<file path="config.mk">
export PLATFORM = sky130hd
export DESIGN_NAME = sla_shifter_flat
export DESIGN_NICKNAME = d
export VERILOG_FILES = /design/src/rtl/sla_shifter_if.sv /design/src/rtl/sla_shifter.sv /design/src/flat_wrapper.sv
export SDC_FILE = /design/constraint.sdc
export NUM_CORES = 1
export LEC_CHECK = 0
export ABC_AREA = 0
export BUFFER_PORTS_ARGS = -buffer_cell sky130_fd_sc_hd__buf_2
export CAP_MARGIN = 5
export CORE_MARGIN = 1
export CORE_UTILIZATION = 40
export CTS_CLUSTER_DIAMETER = 50
export CTS_CLUSTER_SIZE = 16
export DETAILED_ROUTE_END_ITERATION = 6
export PLACE_DENSITY_LB_ADDON = 0.1
export SLEW_MARGIN = 20
export SYNTH_ARGS = -nofsm -noshare
export SYNTH_HDL_FRONTEND = slang
export SYNTH_SLANG_ARGS = --single-unit
</file>
<file path="constraint.sdc">
create_clock -name clk -period 4.3 [get_ports clk]
set_clock_uncertainty 0.15 [all_clocks]
set_input_delay 0.215 -clock clk [delete_from_list [all_inputs] [get_ports clk]]
set_output_delay 0.215 -clock clk [all_outputs]
set_load 0.005 [all_outputs]
</file>
<file path="src/rtl/sla_shifter_if.sv">
// Handshake and operand bundle for sla_shifter.
// master: the sequencer driving operands and Start.
// slave:  the shifter returning Result/Done/Busy/Overflow.
interface sla_shifter_if #(
    parameter int WIDTH = 8
);
    logic             Start;
    logic [WIDTH-1:0] Input1;
    logic [WIDTH-1:0] Input2;
    logic [WIDTH-1:0] Result;
    logic             Done;
    logic             Busy;
    logic             Overflow;

    modport master (
        output Start,
        output Input1,
        output Input2,
        input  Result,
        input  Done,
        input  Busy,
        input  Overflow
    );

    modport slave (
        input  Start,
        input  Input1,
        input  Input2,
        output Result,
        output Done,
        output Busy,
        output Overflow
    );
endinterface

</file>
<file path="src/rtl/sla_shifter.sv">
// Multi-cycle signed arithmetic left shifter, one bit per clock.
// Input1 is shifted left by min(Input2, WIDTH) with zero fill; Overflow is
// sticky per operation and flags any step where the sign bit would change.
// Optional build macro SLA_SATURATE_EN: on overflow, Result saturates to the
// max positive / min negative value according to the sign of Input1.
module sla_shifter #(
    parameter int WIDTH = 8,
    parameter int CNT_W = 4
) (
    input  logic        clk,
    input  logic        Reset_n,
    sla_shifter_if.slave bus
);

    typedef enum logic [1:0] {
        IDLE  = 2'd0,
        SHIFT = 2'd1,
        DONE  = 2'd2
    } state_t;

    localparam logic [WIDTH-1:0] WIDTH_VAL = WIDTH'(WIDTH);
    localparam logic [CNT_W-1:0] CNT_FULL  = CNT_W'(WIDTH);
    localparam logic [CNT_W-1:0] CNT_ONE   = CNT_W'(1);

`ifdef SLA_SATURATE_EN
    localparam logic [WIDTH-1:0] MAX_POS = {1'b0, {(WIDTH-1){1'b1}}};
    localparam logic [WIDTH-1:0] MIN_NEG = {1'b1, {(WIDTH-1){1'b0}}};
`endif

    state_t           state;
    state_t           state_next;
    logic [WIDTH-1:0] acc;
    logic [WIDTH-1:0] acc_next;
    logic [WIDTH-1:0] acc_shl;
    logic [CNT_W-1:0] cnt;
    logic [CNT_W-1:0] cnt_next;
    logic [CNT_W-1:0] amount;
    logic             ovf_acc;
    logic             ovf_acc_next;
    logic             ovf_total;
    logic             step_ovf;
    logic [WIDTH-1:0] result_q;
    logic [WIDTH-1:0] result_next;
    logic             ovf_q;
    logic             ovf_next;
`ifdef SLA_SATURATE_EN
    logic             sign_q;
    logic             sign_next;
`endif

    // Clamp the requested shift amount to WIDTH and form the per-step shift/overflow terms.
    always_comb begin
        if (bus.Input2 >= WIDTH_VAL) begin
            amount = CNT_FULL;
        end else begin
            amount = CNT_W'(bus.Input2);
        end
        step_ovf  = acc[WIDTH-1] ^ acc[WIDTH-2];
        acc_shl   = {acc[WIDTH-2:0], 1'b0};
        ovf_total = ovf_acc | step_ovf;
    end

    // Next-state and datapath updates; Result/Overflow load on the edge that enters DONE
    // so they are already valid during the Done cycle and hold afterwards.
    always_comb begin
        state_next   = state;
        acc_next     = acc;
        cnt_next     = cnt;
        ovf_acc_next = ovf_acc;
        result_next  = result_q;
        ovf_next     = ovf_q;
`ifdef SLA_SATURATE_EN
        sign_next    = sign_q;
`endif
        case (state)
            IDLE: begin
                if (bus.Start) begin
                    acc_next     = bus.Input1;
                    cnt_next     = amount;
                    ovf_acc_next = 1'b0;
`ifdef SLA_SATURATE_EN
                    sign_next    = bus.Input1[WIDTH-1];
`endif
                    if (amount != '0) begin
                        state_next = SHIFT;
                    end else begin
                        state_next  = DONE;
                        result_next = bus.Input1;
                        ovf_next    = 1'b0;
                    end
                end
            end
            SHIFT: begin
                ovf_acc_next = ovf_total;
                acc_next     = acc_shl;
                cnt_next     = cnt - CNT_ONE;
                if (cnt == CNT_ONE) begin
                    state_next = DONE;
                    ovf_next   = ovf_total;
`ifdef SLA_SATURATE_EN
                    if (ovf_total) begin
                        result_next = sign_q ? MIN_NEG : MAX_POS;
                    end else begin
                        result_next = acc_shl;
                    end
`else
                    result_next = acc_shl;
`endif
                end
            end
            DONE: begin
                state_next = IDLE;
            end
            default: begin
                state_next = IDLE;
            end
        endcase
    end

    // State and datapath registers with synchronous active-low reset.
    always_ff @(posedge clk) begin
        if (!Reset_n) begin
            state    <= IDLE;
            acc      <= '0;
            cnt      <= '0;
            ovf_acc  <= 1'b0;
            result_q <= '0;
            ovf_q    <= 1'b0;
        end else begin
            state    <= state_next;
            acc      <= acc_next;
            cnt      <= cnt_next;
            ovf_acc  <= ovf_acc_next;
            result_q <= result_next;
            ovf_q    <= ovf_next;
        end
    end

`ifdef SLA_SATURATE_EN
    // Sign of the original operand, captured at Start for saturation.
    always_ff @(posedge clk) begin
        if (!Reset_n) begin
            sign_q <= 1'b0;
        end else begin
            sign_q <= sign_next;
        end
    end
`endif

    assign bus.Result   = result_q;
    assign bus.Overflow = ovf_q;
    assign bus.Done     = (state == DONE);
    assign bus.Busy     = (state != IDLE);

    a_done_pulse: assert property (@(posedge clk) disable iff (!Reset_n)
        bus.Done |=> !bus.Done);

    a_done_busy: assert property (@(posedge clk) disable iff (!Reset_n)
        bus.Done |-> bus.Busy);

    a_cnt_range: assert property (@(posedge clk) disable iff (!Reset_n)
        (state == SHIFT) |-> ((cnt != '0) && (cnt <= CNT_FULL)));

endmodule
</file>
<file path="src/flat_wrapper.sv">
// flat-port wrapper written by rule: the top's interface ports become plain ports
module sla_shifter_flat 
#(
    parameter int WIDTH = 8,
    parameter int CNT_W = 4
)
  (clk, Reset_n, bus_Start, bus_Input1, bus_Input2, bus_Result, bus_Done, bus_Busy, bus_Overflow);
  sla_shifter_if #(.WIDTH(WIDTH)) bus_i ();
  input  logic clk;
  input  logic Reset_n;
  input wire logic [$bits(bus_i.Start)-1:0] bus_Start;
  input wire logic [$bits(bus_i.Input1)-1:0] bus_Input1;
  input wire logic [$bits(bus_i.Input2)-1:0] bus_Input2;
  output wire logic [$bits(bus_i.Result)-1:0] bus_Result;
  output wire logic [$bits(bus_i.Done)-1:0] bus_Done;
  output wire logic [$bits(bus_i.Busy)-1:0] bus_Busy;
  output wire logic [$bits(bus_i.Overflow)-1:0] bus_Overflow;
  assign bus_i.Start = bus_Start;
  assign bus_i.Input1 = bus_Input1;
  assign bus_i.Input2 = bus_Input2;
  assign bus_Result = bus_i.Result;
  assign bus_Done = bus_i.Done;
  assign bus_Busy = bus_i.Busy;
  assign bus_Overflow = bus_i.Overflow;
  sla_shifter #(.WIDTH(WIDTH), .CNT_W(CNT_W)) u_core (.clk(clk), .Reset_n(Reset_n), .bus(bus_i));
endmodule
</file>
* After elaboration in Yosys (flattened, before gate mapping) *
Index checks and enable logic that the tools add are counted.

storage, ports and cells
  register bits after elaboration = 24
  bits of input ports = 19
  output and inout bits = 11
  word-level logic and storage cells = 42

cells by class
  add/subtract/negate cells = 1
  magnitude comparators = 1
  eq/ne operators = 6
  muxes and demuxes = 19
  bitwise operators = 2
  reduce and logical (&&, ||, !) cells = 7

operators with widths
  kind                   number
  $mux W8                4
  $pmux W8 S2            2
  $ge A8 B4 Y1 const B   1
  $mux W4                2
  $pmux W4 S2            1
  $mux W2                3
  $eq A4 B1 Y1 const B   1
  $mux W1                4
  $ne A2 B2 Y1 const B   2
  $pmux W1 S2            2
  $pmux W2 S2            1
  $reduce_and A2 Y1      2
  $reduce_and A4 Y1      1
  $reduce_bool A2 Y1     2
  $reduce_bool A4 Y1     1
  $sub A4 B1 Y4 const B  1
  $eq A2 B1 Y1 const B   1
  $eq A2 B2 Y1 const B   1
  $logic_not A2 Y1       1
  $ne A2 B1 Y1 const B   1
  $or A1 B1 Y1           1
  $xor A1 B1 Y1          1

* Longest topological paths before layout *
  depth after elaboration = 6
  mapped depth = 7
  depth with buffers taken out = 6

* Worst setup path before layout *
OpenSTA, ideal clock, no wires.

  kind = reg2reg
  start = reg u_core.state[0]
  end = reg u_core.result_q[1], in the netlist u_core.bus.Result[1]
  setup time = 0.124 ns
  data arrival time = 1.415 ns
  required time = 4.026 ns
  path slack = 2.611 ns
  stages on the path, launching flop included = 8
  path buffers = 3
  clock period less this slack = 1.689 ns
  cells stage by stage = dfxtp_1 > buf_4 > nand2b_1 > buf_2 > nor4b_4 > or2_2 > buf_6 > a21oi_1

on the way
  longest elaborated chain between the ends = 3
  elaborated cells on any way between the ends = 8
  those cells by class = eq/ne (4); mux (1); reduce/logical (3)

ends and longest elaborated chain
  item                                                     RTL line            source
  start: declaration                                       sla_shifter.sv:30   state_t state;
  start signal: assignment                                 sla_shifter.sv:130  state <= state_next;
  $eq A2 B1 Y1 / $logic_not A2 Y1 (equally long branches)  sla_shifter.sv:75   case (state)
  $ne A2 B1 Y1 (no line), or another cell as far along     -
  $reduce_and A4 Y1 (no line)                              -
  end signal: assignment                                   sla_shifter.sv:134  result_q <= result_next;
  end: declaration                                         sla_shifter.sv:42   logic [WIDTH-1:0] result_q;

Several ways; a longest one is shown, not always the timed one.
A chain may end at the register's enable or synchronous reset.

* Worst setup path in the final report *
  start = reg u_core.state[0]
  end = reg u_core.ovf_q, in the netlist u_core.bus.Overflow

on the way
  longest elaborated chain between the ends = 3
  elaborated cells on any way between the ends = 8
  those cells by class = eq/ne (4); mux (1); reduce/logical (3)

ends and longest elaborated chain
  item                                                     RTL line            source
  $eq A2 B1 Y1 / $logic_not A2 Y1 (equally long branches)  sla_shifter.sv:75
  $ne A2 B1 Y1 (no line), or another cell as far along     -
  $reduce_and A4 Y1 (no line)                              -
  end signal: assignment                                   sla_shifter.sv:135  ovf_q <= ovf_next;
  end: declaration                                         sla_shifter.sv:44   logic ovf_q;

Several ways; a longest one is shown, not always the timed one.

==> metrics.md <==
| Metric | Value |
|---|---|
| Max-Cap Viols | `0` |
| Drt first pass iters | `4` |
| Final net count | `178` |
| Routed wire per std cell | `13.7 um` |
| Post-synth EDFFs | `0` |
| RSZ-0062 raised after global routing | `false` |
| Clk sinks | `24` |
| Post-Syn Instances | `131` |
| Vias in the first global route | `970` |
| Final hold slack | `14.0 ps` |
| Root Buffer | `clkbuf_4` |
| First-pass GRT wire length | `4350 um` |
| Largest net degree at the start of global routing | `19` |
| Initial antenna violation count | `0` |
| FFs w/ async S/R, synth | `0%` |
| CP endpoint kind | `register` |
| Postcts setup bufs | `0` |
| Synth-to-layout area growth | `16.6%` |
| Total congestion overflow after global routing | `0` |
| Setup TNS Final | `0 ps` |
| CP max stage delay | `670 ps` |
| Die H | `55.9 um` |
| Starting density of the core | `42.2%` |
| WL final | `2560 um` |
| Cell taking the most area after synthesis | `dfxtp_1` |
| Syn avg cell area | `8.88 um2` |
| Slew headroom | `45.1%` |
| Routed vias/inst | `5.44` |
| Register area share after synthesis | `41.3%` |
| Worst-path cell chain | `nand2b_1 > nor4b_4 > or2_2 > o22ai_1` |
| Clk slew on worst S/H paths | `130 ps` |
| H-tree depth | `1` |
| Critical Path Start | `u_core.state[0]` |
| Die area | `0.00313 mm2` |
| Port bufs | `29` |
| LEAKAGE | `0.628 nW` |
| Number of buffers created by CTS | `3` |
| Synthesized area | `0.00116 mm2` |
| Status | `complete, no violations` |
| Flops & latches, synth | `24` |
| Power per cell area | `367 mW/mm2` |
| Critical path startpoint category | `register` |
| Worst VDD drop | `0.000193 V` |
| Final hold violations | `0` |
| Starting DRT DRC Count | `33` |
| WP data required | `4350 ps` |
| Diode count | `0` |
| Share of layout cells above drive strength 1 | `25.6%` |
| Top-count cell post-synth | `dfxtp_1` |
| Fmax | `424 MHz` |
| GPL Wtd Cong | `0.826` |
| DRC | `0` |
| Final setup violation count | `0` |
| HP Class | `input pin to register` |
| Period minus WS final | `2360 ps` |
| Crit Reg-Reg Startpoint | `u_core.state[0]` |
| Synth top area cells | `dfxtp_1, a21oi_1, mux2i_1` |
| Top cells by count, synth | `dfxtp_1, a21oi_1, nor2_1, a211oi_1` |
| FP Rows | `19` |
| Synth top area share | `41.3%` |
| DPL Wire Length | `1840 um` |
| Post-Synthesis Net Count | `152` |
| Die X | `55.9 um` |
| Fillcell total | `283` |
| Setup CP Type | `register to register` |
| Slew Viols, Final | `0` |
| Hold_sp | `bus_Input2[0]` |
| DRT antenna net count | `0` |
| GRT Util Overall | `17.5%` |
| Clk_lat worst skew | `310 ps` |
| Netlist cell types | `37` |
| Total number of vias | `1017` |
| Yosys warning count | `0` |
| Critical path peak fanout | `16` |
| Ys flop type | `dfxtp_1` |
| Slowest-stage cell, CP | `nor4b_4` |
| CTS tree | `done` |
| WP data arrival | `2410 ps` |
| Core outline area | `0.00276 mm2` |
| Maximum root-to-sink buffer count | `2` |
| Least-Margin Pin Slew | `824 ps` |
| Final period utilization | `54.8%` |
| I/O pin count | `30` |
==> timing repair <==
action | 4_1_cts | 5_1_grt
hold endpoints to repair | 1 | 0
endpoints found under the setup margin | 0 | 0
resized for setup | 0 | 0
hold buffers | 1 | 0
==> where the power goes <==
group | internal (W) | switching (W) | leakage [nW]
clock network | 0.0000942 | 0.0000681 | 0.0279
logic | 0.0000380 | 0.0000446 | 0.403
registers | 0.000238 | 0.0000146 | 0.197
total | 0.000370 | 0.000127 | 0.628
==> cells by family after synthesis <==
family	count (synthesis)	share of synthesized area, %
buffers and inverters	14	6.45
AND/OR/NAND/NOR	39	19.0
flip-flops	24	41.3
XOR/XNOR	1	0.753
AO/OA/AOI/OAI	44	24.3
multiplexers	7	6.02
adder cells (fa/ha/maj)	2	2.15
==> metrics by stage <==
stage / utilization (%) / cell area [um2] / power [W] / setup slack (ps) / std cells
finish: 49.2 / 1360 / 0.000497 / 1940 / 187
global route: 49.2 / 1360 / 0.000524 / 1770 / 187
CTS: 49.1 / 1350 / 0.000504 / 1950 / 187
detailed placement: 46.8 / 1290 / 0.000339 / 1960 / 182
global placement: 46.8 / 1290 / 0.000339 / 2030 / 182
floorplan: - / 1160 / 0.000315 / 2610 / 131
==> path summary, 6_finish.rpt <==
path / endpoint / slack, ps / cells after the start
setup / recovery: u_core.bus.Overflow / 1940 / 4
hold / removal: u_core.cnt[0] / 10 / 3
setup reg to reg: u_core.bus.Overflow / 1940 / 4
hold reg to reg: u_core.bus.Overflow / 340 / 2
==> layout by cell type (no fill, tap or decap), types with 5 or more instances in the layout <==
cell type and instances:
nand2_1 5, a21oi_1 16, dfxtp_1 24, a211oi_1 8, inv_1 5, nor2_1 15
mux2i_1 7, o31ai_1 7, buf_2 29
==> worst max-delay path: cells and delay by family, from the launching register on <==
kind	cells	cell delay (ps)
compound gates	1	90
flops	1	520
simple gates	3	1480
==> cell type report <==
| cell class | count | area [um2] | share of cell area, % |
|---|---|---|---|
| clock buffer | 3 | 22.5 | 1.66 |
| clock inverter | 1 | 30.0 | 2.21 |
| inverter | 5 | 18.8 | 1.38 |
| multi-input combinational | 93 | 611 | 45.0 |
| sequential | 24 | 480 | 35.4 |
| tap | 31 | 38.8 | 2.86 |
| timing repair buffer | 30 | 155 | 11.4 |
==> routing by layer <==
| layer | up-vias | GRT usage [%] | share of wire (%) |
|---|---|---|---|
| li1 | 526 | - | - |
| met1 | 457 | 24.1 | 50 |
| met2 | 32 | 27.7 | 44 |
| met3 | 2 | 3.02 | 5.7 |
| met4 | 0 | 6.27 | 0.59 |
| met5 | - | 0 | 0 |
==> state kept, by name, indices dropped and copies added, names as in the netlist <==
register / count
u_core.bus.Overflow: 1
u_core.acc: 8
u_core.state: 2
u_core.cnt: 4
u_core.bus.Result: 8
u_core.ovf_acc: 1
(Power assumes the default switching activity.)
